$ cat src/rtl/uart_pkg.sv
// Shared widths and types for the UART baud tick generator.
// Divisor widths and the oversample ratio are fixed here so the interface and both modules agree.
package uart_pkg;

    localparam int DVSR_W = 16;
    localparam int FRAC_W = 4;
    localparam int OVS    = 16;
    localparam int OVS_W  = $clog2(OVS);

    typedef logic [DVSR_W-1:0] dvsr_int_t;
    typedef logic [FRAC_W-1:0] dvsr_frac_t;

endpackage

$ cat src/rtl/uart_baud_gen_if.sv
// Bundle between the CSR block, the baud generator and the uart_tx/uart_rx datapaths.
// The master drives configuration and resync; the slave (baud generator) returns ticks and status.
interface uart_baud_gen_if;
    import uart_pkg::*;

    logic       en;
    dvsr_int_t  dvsr_int;
    dvsr_frac_t dvsr_frac;
    logic       dvsr_load;
    logic       rx_resync;
    logic       tick_ovs;
    logic       tick_tx;
    logic       rx_mid;
    logic       load_pend;
    logic       cfg_err;

    modport master (
        output en, dvsr_int, dvsr_frac, dvsr_load, rx_resync,
        input  tick_ovs, tick_tx, rx_mid, load_pend, cfg_err
    );

    modport slave (
        input  en, dvsr_int, dvsr_frac, dvsr_load, rx_resync,
        output tick_ovs, tick_tx, rx_mid, load_pend, cfg_err
    );

endinterface

$ cat src/rtl/uart_frac_div.sv
// Fractional clock divider: period is act_int or act_int+1 clocks, averaging act_int + act_frac/2**FRAC_W.
// wrap_o is combinational and marks the last clock of each oversample period.
module uart_frac_div
    import uart_pkg::*;
(
    input  logic       clk,
    input  logic       rst,
    input  logic       en,
    input  logic       clr_at_wrap,
    input  dvsr_int_t  act_int,
    input  dvsr_frac_t act_frac,
    output logic       wrap_o
);

    dvsr_int_t  cnt_q, cnt_d;
    dvsr_frac_t frac_acc_q, frac_acc_d;
    logic       carry_q, carry_d;
    dvsr_int_t  lim;
    logic       wrap;

    always_comb begin
        cnt_d      = cnt_q;
        frac_acc_d = frac_acc_q;
        carry_d    = carry_q;
        lim        = act_int - dvsr_int_t'(1) + dvsr_int_t'(carry_q);
        // >= rather than == so a divisor shrunk while frozen cannot strand cnt above lim
        wrap       = en && (cnt_q >= lim);
        if (wrap) begin
            cnt_d = '0;
            if (clr_at_wrap) begin
                frac_acc_d = '0;
                carry_d    = 1'b0;
            end else begin
                {carry_d, frac_acc_d} = {1'b0, frac_acc_q} + {1'b0, act_frac};
            end
        end else if (en) begin
            cnt_d = cnt_q + dvsr_int_t'(1);
        end
    end

    always_ff @(posedge clk) begin
        if (rst) begin
            cnt_q      <= '0;
            frac_acc_q <= '0;
            carry_q    <= 1'b0;
        end else begin
            cnt_q      <= cnt_d;
            frac_acc_q <= frac_acc_d;
            carry_q    <= carry_d;
        end
    end

    assign wrap_o = wrap;

endmodule

$ cat src/rtl/uart_baud_gen.sv
// UART baud tick generator: oversample tick, TX bit tick and re-phasable RX mid-bit strobe.
// New divisors wait in a shadow register and go live only at a TX bit boundary (or while disabled).
module uart_baud_gen
    import uart_pkg::*;
#(
    parameter int DEF_INT  = 27,
    parameter int DEF_FRAC = 0
) (
    input  logic            clk,
    input  logic            rst,
    uart_baud_gen_if.slave  bg
);

    localparam logic [OVS_W-1:0] PH_LAST    = OVS_W'(OVS - 1);
    localparam logic [OVS_W-1:0] PH_PRE_MID = OVS_W'(OVS / 2 - 1);

    logic [OVS_W-1:0] tx_ph_q, tx_ph_d;
    logic [OVS_W-1:0] rx_ph_q, rx_ph_d;
    dvsr_int_t        act_int_q, act_int_d, sh_int_q, sh_int_d;
    dvsr_frac_t       act_frac_q, act_frac_d, sh_frac_q, sh_frac_d;
    logic             pend_q, pend_d;
    logic             err_q, err_d;
    logic             tick_ovs_q, tick_ovs_d;
    logic             tick_tx_q, tick_tx_d;
    logic             rx_mid_q, rx_mid_d;
    logic             wrap, tx_wrap, apply, clr_at_wrap;

    // the accumulator restarts from zero whenever a new divisor goes live at a bit boundary
    assign clr_at_wrap = pend_q && (tx_ph_q == PH_LAST);

    uart_frac_div u_div (
        .clk         (clk),
        .rst         (rst),
        .en          (bg.en),
        .clr_at_wrap (clr_at_wrap),
        .act_int     (act_int_q),
        .act_frac    (act_frac_q),
        .wrap_o      (wrap)
    );

    always_comb begin
        tx_wrap    = wrap && (tx_ph_q == PH_LAST);
        apply      = pend_q && (tx_wrap || !bg.en);
        tick_ovs_d = wrap;
        tick_tx_d  = tx_wrap;
        rx_mid_d   = wrap && !bg.rx_resync && (rx_ph_q == PH_PRE_MID);
        tx_ph_d    = wrap ? tx_ph_q + OVS_W'(1) : tx_ph_q;
        if (bg.rx_resync) begin
            rx_ph_d = '0;
        end else begin
            rx_ph_d = wrap ? rx_ph_q + OVS_W'(1) : rx_ph_q;
        end

        act_int_d  = act_int_q;
        act_frac_d = act_frac_q;
        sh_int_d   = sh_int_q;
        sh_frac_d  = sh_frac_q;
        pend_d     = pend_q;
        err_d      = err_q;
        if (apply) begin
            act_int_d  = sh_int_q;
            act_frac_d = sh_frac_q;
            pend_d     = 1'b0;
        end
        // a load landing on the apply edge becomes the next pending divisor
        if (bg.dvsr_load) begin
            if (bg.dvsr_int != '0) begin
                sh_int_d  = bg.dvsr_int;
                sh_frac_d = bg.dvsr_frac;
                pend_d    = 1'b1;
                err_d     = 1'b0;
            end else begin
                err_d = 1'b1;
            end
        end
    end

    always_ff @(posedge clk) begin
        if (rst) begin
            tx_ph_q    <= '0;
            rx_ph_q    <= '0;
            act_int_q  <= dvsr_int_t'(DEF_INT);
            act_frac_q <= dvsr_frac_t'(DEF_FRAC);
            sh_int_q   <= '0;
            sh_frac_q  <= '0;
            pend_q     <= 1'b0;
            err_q      <= 1'b0;
            tick_ovs_q <= 1'b0;
            tick_tx_q  <= 1'b0;
            rx_mid_q   <= 1'b0;
        end else begin
            tx_ph_q    <= tx_ph_d;
            rx_ph_q    <= rx_ph_d;
            act_int_q  <= act_int_d;
            act_frac_q <= act_frac_d;
            sh_int_q   <= sh_int_d;
            sh_frac_q  <= sh_frac_d;
            pend_q     <= pend_d;
            err_q      <= err_d;
            tick_ovs_q <= tick_ovs_d;
            tick_tx_q  <= tick_tx_d;
            rx_mid_q   <= rx_mid_d;
        end
    end

    assign bg.tick_ovs  = tick_ovs_q;
    assign bg.tick_tx   = tick_tx_q;
    assign bg.rx_mid    = rx_mid_q;
    assign bg.load_pend = pend_q;
    assign bg.cfg_err   = err_q;

endmodule

$ cat src/flat_wrapper.sv
// flat-port wrapper written by rule: the top's interface ports become plain ports
module uart_baud_gen_flat import uart_pkg::*;
#(
    parameter int DEF_INT  = 27,
    parameter int DEF_FRAC = 0
)
  (clk, rst, bg_en, bg_dvsr_int, bg_dvsr_frac, bg_dvsr_load, bg_rx_resync, bg_tick_ovs, bg_tick_tx, bg_rx_mid, bg_load_pend, bg_cfg_err);
  uart_baud_gen_if bg_i ();
  input  logic clk;
  input  logic rst;
  input wire logic [$bits(bg_i.en)-1:0] bg_en;
  input wire logic [$bits(bg_i.dvsr_int)-1:0] bg_dvsr_int;
  input wire logic [$bits(bg_i.dvsr_frac)-1:0] bg_dvsr_frac;
  input wire logic [$bits(bg_i.dvsr_load)-1:0] bg_dvsr_load;
  input wire logic [$bits(bg_i.rx_resync)-1:0] bg_rx_resync;
  output wire logic [$bits(bg_i.tick_ovs)-1:0] bg_tick_ovs;
  output wire logic [$bits(bg_i.tick_tx)-1:0] bg_tick_tx;
  output wire logic [$bits(bg_i.rx_mid)-1:0] bg_rx_mid;
  output wire logic [$bits(bg_i.load_pend)-1:0] bg_load_pend;
  output wire logic [$bits(bg_i.cfg_err)-1:0] bg_cfg_err;
  assign bg_i.en = bg_en;
  assign bg_i.dvsr_int = bg_dvsr_int;
  assign bg_i.dvsr_frac = bg_dvsr_frac;
  assign bg_i.dvsr_load = bg_dvsr_load;
  assign bg_i.rx_resync = bg_rx_resync;
  assign bg_tick_ovs = bg_i.tick_ovs;
  assign bg_tick_tx = bg_i.tick_tx;
  assign bg_rx_mid = bg_i.rx_mid;
  assign bg_load_pend = bg_i.load_pend;
  assign bg_cfg_err = bg_i.cfg_err;
  uart_baud_gen #(.DEF_INT(DEF_INT), .DEF_FRAC(DEF_FRAC)) u_core (.clk(clk), .rst(rst), .bg(bg_i));
endmodule
$ cat config.mk
export PLATFORM = sky130hd
export DESIGN_NAME = uart_baud_gen_flat
export DESIGN_NICKNAME = d
export VERILOG_FILES = /design/src/rtl/uart_pkg.sv /design/src/rtl/uart_baud_gen_if.sv /design/src/rtl/uart_frac_div.sv /design/src/rtl/uart_baud_gen.sv /design/src/flat_wrapper.sv
export SDC_FILE = /design/constraint.sdc
export NUM_CORES = 1
export LEC_CHECK = 0
export CELL_PAD_IN_SITES_DETAIL_PLACEMENT = 0
export CELL_PAD_IN_SITES_GLOBAL_PLACEMENT = 2
export CORE_ASPECT_RATIO = 1.4
export CORE_MARGIN = 5
export CORE_UTILIZATION = 32
export DETAILED_ROUTE_END_ITERATION = 8
export HOLD_SLACK_MARGIN = 0.12
export PLACE_DENSITY_LB_ADDON = 0.1
export SLEW_MARGIN = 20
export SYNTH_ARGS = -nofsm -noshare
export SYNTH_HDL_FRONTEND = slang
export SYNTH_SLANG_ARGS = --single-unit
$ cat constraint.sdc
create_clock -name clk -period 3 [get_ports clk]
set_input_delay 0.9 -clock clk [delete_from_list [all_inputs] [get_ports clk]]
set_output_delay 0.9 -clock clk [all_outputs]
set_load 0.1 [all_outputs]
==> impl_metrics.yaml <==
run_status:
  violations: "negative setup slack"
  status: "complete, but fails checks"
global_route:
  grt_pass1_vias: 2932
  grt_max_degree: 61
  grt_pass1_wl_mm: 14.5
  gr-total-overflow: 0
  track_usage_pct: 13.4
  antenna_found_initial: 0
worst_setup_path:
  cp.arrival_ps: 3490
  cp_max_fo: 20
  path_cells: "inv_2, ha_4, ha_4, nand2b_4, nor4_4, and2_4, nand2b_1, xor2_1, ha_1, nand4_1, or3_4, a2111oi_4, buf_4, nor3_2, o22ai_2, buf_12, mux2i_1"
  critPathKind: "reg2reg"
  cp.required_ps: 3250
  crit_slowest_cell: "or3_4"
  startpoint_type: "register"
  end_kind: "register"
  cp_common_cell: "ha_4"
  cpPeakStageDelay_ps: 370
clocking:
  postCtsHoldBufs: 0
  clock-root-buffer: "clkbuf_16"
  cts_tree: "done"
  cts-buffers-inserted: 9
  path_clk_slew_ps: 60
  clock_sink_count: 74
  clock_latency_ps: 330
  htree_levels: 3
  clk_path_buf_depth: 2
finish:
  layout_commonest_cell: "dfxtp_1"
  drive_above_1_share_pct: 19.7
  area_delta_synth_final_pct: 34.2
  layout_common_cells: "dfxtp_1 (73), nand2_1 (51), buf_4 (40)"
  antennaDiodeCount: 0
  nets: 539
yosys:
  netlist_area_um2: 3720
  async_flop_share_pct: 0
  synth_edf_count: 0
  ys_seq_area_share_pct: 39.8
  synthFlopType: "dfxtp_1"
  yosysWarnings: 0
  syn_inst: 422
  synth.avg_cell_area_um2: 8.82
  yosys_register_bits: 74
  synth_nets: 473
  synth.distinct_cells: 40
placed_design:
  io_buffers: 29
  place.gp.congestion: 0.723
  dp_hpwl_mm: 6.27
sta:
  fin_crit_ps: 3240
  hold_ws_ps: 454
  relSlewSlack_pct: 71.2
  fmax_ghz: 0.309
  tightest_slew_ps: 428
  finalSetupViolCount: 53
  rsz0062_at_grt: "true"
  period_share_pct: 108
  skew_ps: 2.96
  finalWorstSetupSlack_ps: -236
  slew_violations: 0
  hold_violations: 0
detailed_routing:
  wl_mm: 8.67
  vias_per_cell: 4.68
  drt-wirelength-per-cell_um: 13.6
  firstDrtPassIters: 4
  dr_wl_met3_um: 224
  routed-wl-met2_mm: 4.28
  drt-met1-wl_mm: 4.03
  vias: 2979
  drtAntennaViolNets: 0
  drt_iter0_markers: 87
  top_layer_used: "met4"
  drc: 0
run:
  cap_violations: 0
pwr:
  power_mw: 2.34
  combPwrFrac_pct: 9.4
  swShare_pct: 22.6
  p_int_mw: 1.81
  p_switching_mw: 0.528
  clockPowerShare_pct: 46.7
  p_leak_nw: 1.99
  ir_worst_vdd_uv: 271
  powerDensity_nw_per_um2: 468
  pwr-share-seq_pct: 44.0
floorplan:
  die_width_um: 101
  fp-row-count: 46
  start_util_pct: 32.8
  core-area_um2: 11300
  boundaryPins: 30
  dieArea_um2: 13900
  die_h_um: 138
hold_path:
  holdCritPathClass: "reg2reg"
cell type report:
type / instances / area [µm²]
flip-flops and latches: 74 / 1480
repair buffers: 74 / 708
inverters: 14 / 52.6
clock inverters: 2 / 35.0
multi-input cells: 315 / 2270
clock buffers: 14 / 264
fillers: 1134 / 6340
well taps: 144 / 180
synthesized netlist by cell type (all sizes together) (6+ instances only):
master / instances / area (µm²)
xnor2: 13 / 114
nand3: 8 / 40.0
a21oi: 31 / 155
inv: 14 / 52.6
nor4: 9 / 56.3
o31ai: 6 / 58.8
nand2b: 38 / 238
mux2i: 23 / 230
nor2: 38 / 143
ha: 25 / 313
buf: 7 / 42.5
nand4: 7 / 43.8
dfxtp: 74 / 1480
nand2: 52 / 195
xor2: 20 / 175
clkbuf: 13 / 48.8
cells by family after synthesis:
logic type                 count (synthesis)  synth area share, %
and+or+nand+nor                          179                 23.9
adders and majority gates                 26                 8.94
muxes                                     23                 6.19
buffers and inverters                     34                 3.87
xor gates and xnor gates                  33                 7.77
AOI/OAI and AO/OA                         53                 9.52
DFF                                       74                 39.8
routing by layer:
layer | up-vias | global-route usage (%)
met5 | - | 0
met4 | 0 | 4.66
met3 | 8 | 3.24
met2 | 31 | 22.2
met1 | 1366 | 16.9
li1 | 1574 | -
per-stage QoR:
stage / utilization, % / setup slack (ps) / std cells / setup TNS (ps) / area [µm²]
2_1_floorplan: - / -98.2 / 422 / -2820 / 3820
3_3_place_gp: 39.5 / -257 / 612 / -10650 / 4480
3_5_place_dp: 39.5 / -316 / 612 / -13290 / 4480
4_1_cts: 43.2 / -269 / 633 / -9870 / 4890
5_1_grt: 44.1 / -461 / 637 / -21780 / 4990
6_report: 44.1 / -236 / 637 / -10500 / 4990
repair_timing:
item	CTS	global route
gates resized for setup	16	13
hold endpoints to repair	0	0
setup buffers	5	5
endpoints found under the setup margin	53	53
gates cloned	1	0
pin swaps	7	2
final timing paths:
check,from,endpoint,slack [ps],cells after the start
min,u_core.sh_int_q[0]$_SDFFE_PP0P_,u_core.sh_int_q[0]$_SDFFE_PP0P_,450,2
max,u_core.act_int_q[0]$_SDFFE_PP1P_,u_core.act_int_q[7]$_SDFFE_PP0P_,-240,17
max reg2reg,u_core.act_int_q[0]$_SDFFE_PP1P_,u_core.act_int_q[7]$_SDFFE_PP0P_,-240,17
min reg2reg,u_core.sh_int_q[0]$_SDFFE_PP0P_,u_core.sh_int_q[0]$_SDFFE_PP0P_,450,2
flip-flops by register name, summed over array words and instances, names as in the netlist:
register                 flops
u_core.u_div.cnt_q          16
u_core.sh_frac_q             4
u_core.act_frac_q            4
u_core.act_int_q            16
u_core.u_div.frac_acc_q      4
u_core.sh_int_q             16
u_core.u_div.carry_q         1
u_core.rx_ph_q               4
u_core.bg.load_pend          1
u_core.bg.tick_ovs           1
u_core.tx_ph_q               4
u_core.bg.cfg_err            1
u_core.bg.rx_mid             1
u_core.bg.tick_tx            1
power by group through the flow:
stage / clock network (mW) / logic [mW] / registers (mW)
2_1_floorplan: 0 / 0.117 / 1.06
3_3_place_gp: 0 / 0.213 / 1.05
3_5_place_dp: 0 / 0.215 / 1.05
4_1_cts: 1.15 / 0.221 / 1.03
5_1_grt: 1.17 / 0.242 / 1.03
6_report: 1.09 / 0.219 / 1.03
critical path: cells and delay by family (launching register included):
kind | cells | cell delay [ps]
muxes | 1 | 210
xor gates and xnor gates | 1 | 140
AOI/OAI and AO/OA | 2 | 320
adders and majority gates | 3 | 570
buffers and inverters | 3 | 480
DFF | 1 | 320
and+or+nand+nor | 7 | 1090
Note: power is estimated with default switching activity, not from simulation.
